`src/rtl/banked_sync_ram.sv`:
```
// Banked word RAM with per-byte write enables, 1-cycle registered read with
// valid strobe, and a hardware clear sequencer that zeroes every bank row by row.
`timescale 1ns/1ps
module banked_sync_ram #(
   parameter int DATA_W    = 16,
   parameter int ADDR_W    = 5,
   parameter int BANK_BITS = 1
) (
   input  logic                clk,
   input  logic                rst,
   input  logic                cs,
   input  logic                wrt,
   input  logic                rd,
   input  logic [ADDR_W-1:0]   addr,
   input  logic [DATA_W-1:0]   wdata,
   input  logic [DATA_W/8-1:0] be,
   input  logic                clr,
   output logic [DATA_W-1:0]   rdata,
   output logic                rvalid,
   output logic                busy
);

   localparam int NUM_BANKS  = 1 << BANK_BITS;
   localparam int ROW_W      = ADDR_W - BANK_BITS;
   localparam int BANK_DEPTH = 1 << ROW_W;
   localparam int LANES      = DATA_W / 8;
   localparam logic [ROW_W-1:0] LAST_ROW = ROW_W'(BANK_DEPTH - 1);

   typedef enum logic {IDLE, CLEAR} state_t;

   state_t               state_q, state_d;
   logic [ROW_W-1:0]     cnt_q, cnt_d;
   logic                 rvalid_q, rvalid_d;
   logic [BANK_BITS-1:0] rd_bank_q, rd_bank_d;
   logic [DATA_W-1:0]    dout_q [NUM_BANKS];
   logic [DATA_W-1:0]    dout_d [NUM_BANKS];
   logic [DATA_W-1:0]    mem    [NUM_BANKS][BANK_DEPTH];

   logic [BANK_BITS-1:0] bank_sel;
   logic [ROW_W-1:0]     row_sel;
   logic                 req_ok, wr_en, rd_en, clr_wr;

   assign bank_sel = addr[ADDR_W-1 -: BANK_BITS];
   assign row_sel  = addr[ROW_W-1:0];

   // clr outranks any request issued in the same cycle; writes outrank reads
   always_comb begin
      req_ok = (state_q == IDLE) && cs && !clr;
      wr_en  = req_ok && wrt;
      rd_en  = req_ok && rd && !wrt;
      clr_wr = (state_q == CLEAR) && !rst;
   end

   always_comb begin
      state_d = state_q;
      cnt_d   = cnt_q;
      case (state_q)
         IDLE: begin
            if (clr) begin
               state_d = CLEAR;
               cnt_d   = '0;
            end
         end
         CLEAR: begin
            if (cnt_q == LAST_ROW) begin
               state_d = IDLE;
               cnt_d   = '0;
            end else begin
               cnt_d = cnt_q + 1'b1;
            end
         end
         default: begin
            state_d = CLEAR;
            cnt_d   = '0;
         end
      endcase
   end

   // Each bank keeps its own output register; the mux select is captured with the read
   always_comb begin
      rvalid_d  = rd_en;
      rd_bank_d = rd_en ? bank_sel : rd_bank_q;
      dout_d    = dout_q;
      for (int b = 0; b < NUM_BANKS; b++) begin
         if (rd_en && (bank_sel == BANK_BITS'(b))) begin
            dout_d[b] = mem[b][row_sel];
         end
      end
   end

   always_ff @(posedge clk or posedge rst) begin
      if (rst) begin
         state_q   <= CLEAR;
         cnt_q     <= '0;
         rvalid_q  <= 1'b0;
         rd_bank_q <= '0;
         for (int b = 0; b < NUM_BANKS; b++) begin
            dout_q[b] <= '0;
         end
      end else begin
         state_q   <= state_d;
         cnt_q     <= cnt_d;
         rvalid_q  <= rvalid_d;
         rd_bank_q <= rd_bank_d;
         dout_q    <= dout_d;
      end
   end

   // Storage is never reset; the clear sequencer zeroes one row of every bank per cycle
   always_ff @(posedge clk) begin
      for (int b = 0; b < NUM_BANKS; b++) begin
         if (clr_wr) begin
            mem[b][cnt_q] <= '0;
         end else if (wr_en && (bank_sel == BANK_BITS'(b))) begin
            for (int l = 0; l < LANES; l++) begin
               if (be[l]) begin
                  mem[b][row_sel][8*l +: 8] <= wdata[8*l +: 8];
               end
            end
         end
      end
   end

   assign rdata  = dout_q[rd_bank_q];
   assign rvalid = rvalid_q;
   assign busy   = (state_q == CLEAR);

endmodule
```
`config.mk`:
```
export PLATFORM = sky130hd
export DESIGN_NAME = banked_sync_ram
export DESIGN_NICKNAME = d
export VERILOG_FILES = /design/src/rtl/banked_sync_ram.sv
export SDC_FILE = /design/constraint.sdc
export NUM_CORES = 1
export LEC_CHECK = 0
export BUFFER_PORTS_ARGS = -buffer_cell sky130_fd_sc_hd__buf_2
export CELL_PAD_IN_SITES_DETAIL_PLACEMENT = 0
export CELL_PAD_IN_SITES_GLOBAL_PLACEMENT = 1
export CORE_MARGIN = 10
export CORE_UTILIZATION = 50
export DETAILED_ROUTE_END_ITERATION = 10
export GPL_TIMING_DRIVEN = 0
export MAX_ROUTING_LAYER = met4
export PLACE_DENSITY = 0.82
export SYNTH_ARGS = -nofsm -noshare
export SYNTH_HDL_FRONTEND = slang
export SYNTH_SLANG_ARGS = --single-unit
```
`constraint.sdc`:
```
create_clock -name clk -period 5.05 [get_ports clk]
set_clock_uncertainty 0.15 [all_clocks]
set_input_delay 1.2625 -clock clk [delete_from_list [all_inputs] [get_ports clk]]
set_output_delay 1.2625 -clock clk [all_outputs]
set_load 0.02 [all_outputs]
```
==> impl_metrics.tcl <==
set metrics [dict create \
    status "completed" \
    detailedPlace.worstSlack_ps 762.1 \
    h-tree-depth 2 \
    cp.required_ps 3640 \
    clock-root-buffer "clkbuf_16" \
    setup_ws_ps 609.6 \
    core_area_sq_mm 0.05141 \
    vdd_drop_max_mv 0.2907 \
    finalNetCount 1808 \
    finalMaxSlewViolations 0 \
    yosys-top-cells-count "and2_1, edfxtp_1, mux4_2" \
    cts_sinks 551 \
    die_width_um 247.9 \
    worstSkewPairLatency_ps 630 \
    cts_tree "done" \
    r2r_start "cnt_q[0]" \
    hold_path_class "reg -> reg" \
    dr.pass1.iters 5 \
    async_flop_share 0.07078 \
    crit_start "rd_bank_q" \
    antenna_found_initial 3 \
    grt_use_total 0.2474 \
    start_util 0.5053 \
    place_congestion 1.004 \
    crit_end "rdata[14]" \
    setup_violations 0 \
    final_area_sq_mm 0.02896 \
    post-cts-setup-buffers 0 \
    ioPinCount 47 \
    totalPowerFinal_w 0.01161 \
    reg2reg_to "mem[1][154]" \
    drcViolationCount 0 \
    fillers 4033 \
    yosysTopAreaCellShare 0.5919 \
    path_class "reg -> out" \
    power_density_mw_per_mm2 401.0 \
    maxCapViolCount 0 \
    synth_most_common_cell "and2_1" \
    yosys.area.top_type "edfxtp_1" \
    dpl.hpwl_um 53650 \
    syn_inst 1671 \
    rsz0062_at_grt "no" \
    fin_util 0.5634 \
    cp-end-kind "output pin" \
    cts_buffer_depth 3 \
    synthTopCellsByArea "edfxtp_1, and2_1, mux4_2" \
    cts_made_buffers 57 \
    arrival_ps 3030 \
    slew_headroom 0.07127 \
    p_leak_nw 10.64 \
    drive_above_1_share 0.2233 \
    dr.first_iter.drc_count 1774 \
    rows 83 \
    crit_fanout 10 \
    via_per_inst 6.211 \
    overflow 0 \
    cp-start-kind "flop" \
    multi_input_area_sq_mm 0.008945 \
    fin_crit_ps 4440 \
    synth_nets 1704 \
    ys.flop_type "edfxtp_1" \
    hold_viol 0 \
    wire_per_inst_um 29.01 \
    path_clk_slew_ps 70 \
    synth-edff-count 512 \
    port_buffers 44 \
    synth_area_sq_mm 0.02598 \
    hold_ws_ps 437.2 \
    vias 15560 \
    worst_pin_slew_ps 1382 \
    grt_pass1_wl_um 107000 \
    syn_area_per_cell_sq_um 15.55 \
    synth_cell_types 40 \
    yosys_warnings 0 \
    cts_resized 0 \
    synth-seq-area-share 0.6295 \
    max_freq_ghz 0.2252 \
    r2r_cells 6 \
    cts.hold.buffers_added 0 \
    grt_pass1_vias 15860 \
    die_h_um 247.9 \
    grt_max_degree 30 \
    area_delta_synth_final_pct 11.50 \
    regArea_sq_mm 0.01635 \
    routed_wl_um 72660 \
    antenna_left 0 \
    fin_crit_sh 0.8793 \
    reg2reg_slack_ps 1610 \
    synth-seq-cells 551 \
    placed_cell_area_sq_mm 0.02707 \
    die_area_sq_mm 0.06147 \
]
[worst max-delay path, cell delays in order, from the launching register on]
cell and delay [ps]:
dfrtp_1 320, clkbuf_1 700, clkbuf_1 750, mux2_2 450, buf_2 170
[per-stage QoR]
stage	instances	setup TNS (ps)
final	2505	0
after global routing	2504	0
after floorplan	1671	0
after global placement	2395	-79810
after CTS	2503	0
after detailed placement	2396	0
[metal layers]
layer / vias up / track usage / share of wire
met5: - / - / 0
met4: 0 / 0.08410 / 0.030
met3: 141 / 0.04612 / 0.092
met2: 798 / 0.3784 / 0.47
met1: 8082 / 0.3299 / 0.41
li1: 6537 / - / -
[final cells by class]
class / instances / area share
clock buffer: 71 / 0.05287
buffer: 145 / 0.02281
multi-input combinational: 970 / 0.3088
inverter: 5 / 0.0006480
sequential: 551 / 0.5646
tap: 680 / 0.02937
antenna: 2 / 0.0001728
clock inverter: 36 / 0.01244
timing repair buffer: 45 / 0.008294
[how the worst min path moves through the flow]
stage                   from       end  slack (ps)  cells after the start
global placement    cnt_q[3]  cnt_q[3]         430                      1
finish              cnt_q[3]  cnt_q[3]         440                      1
floorplan           cnt_q[3]  cnt_q[3]         350                      1
global route             rst  cnt_q[2]         480                      2
detailed placement  cnt_q[3]  cnt_q[3]         430                      1
CTS                 cnt_q[3]  cnt_q[3]         440                      1
[where the power goes]
part	switching (W)	total [W]	leakage [nW]	internal (W)
Clock	0.00181	0.00431	0.938	0.00251
Combinational	0.00116	0.00168	4.42	0.000515
Sequential	0.000194	0.00563	5.28	0.00543
Total	0.00316	0.0116	10.6	0.00845
[registers in the layout, indices dropped and copies added, names as in the netlist]
| name | cells |
|---|---|
| mem | 512 |
| dout_q | 32 |
| cnt_q | 4 |
| busy | 1 |
| rd_bank_q | 1 |
| rvalid | 1 |
[cells by family (layout without fill, tap and decap cells)]
logic type | count (synthesis) | after routing | share of synthesized area
other | 0 | 2 | 0
and+or+nand+nor | 623 | 623 | 0.1656
adders and majority gates | 4 | 4 | 0.001927
DFF | 551 | 551 | 0.6295
AOI/OAI and AO/OA | 165 | 165 | 0.04576
buffers and inverters | 150 | 302 | 0.02615
muxes | 178 | 178 | 0.1311
[cells in the final DEF (no fill, tap or decap), types with 5 or more instances in the layout]
master	instances
mux2i_1	33
clkinv_2	16
nor3_2	44
mux4_2	128
and3_1	5
a21o_1	63
bufinv_16	7
dfrtp_1	38
edfxtp_1	512
clkinv_1	10
and2_1	514
a31oi_1	34
clkbuf_1	87
mux2_2	17
nand4b_1	6
nand2_1	5
a221oi_1	32
nor3_4	17
buf_2	92
buf_1	8
clkbuf_16	59
buf_4	11
nand4bb_1	6
o22ai_1	32
Power figures use the tool's default switching activity.
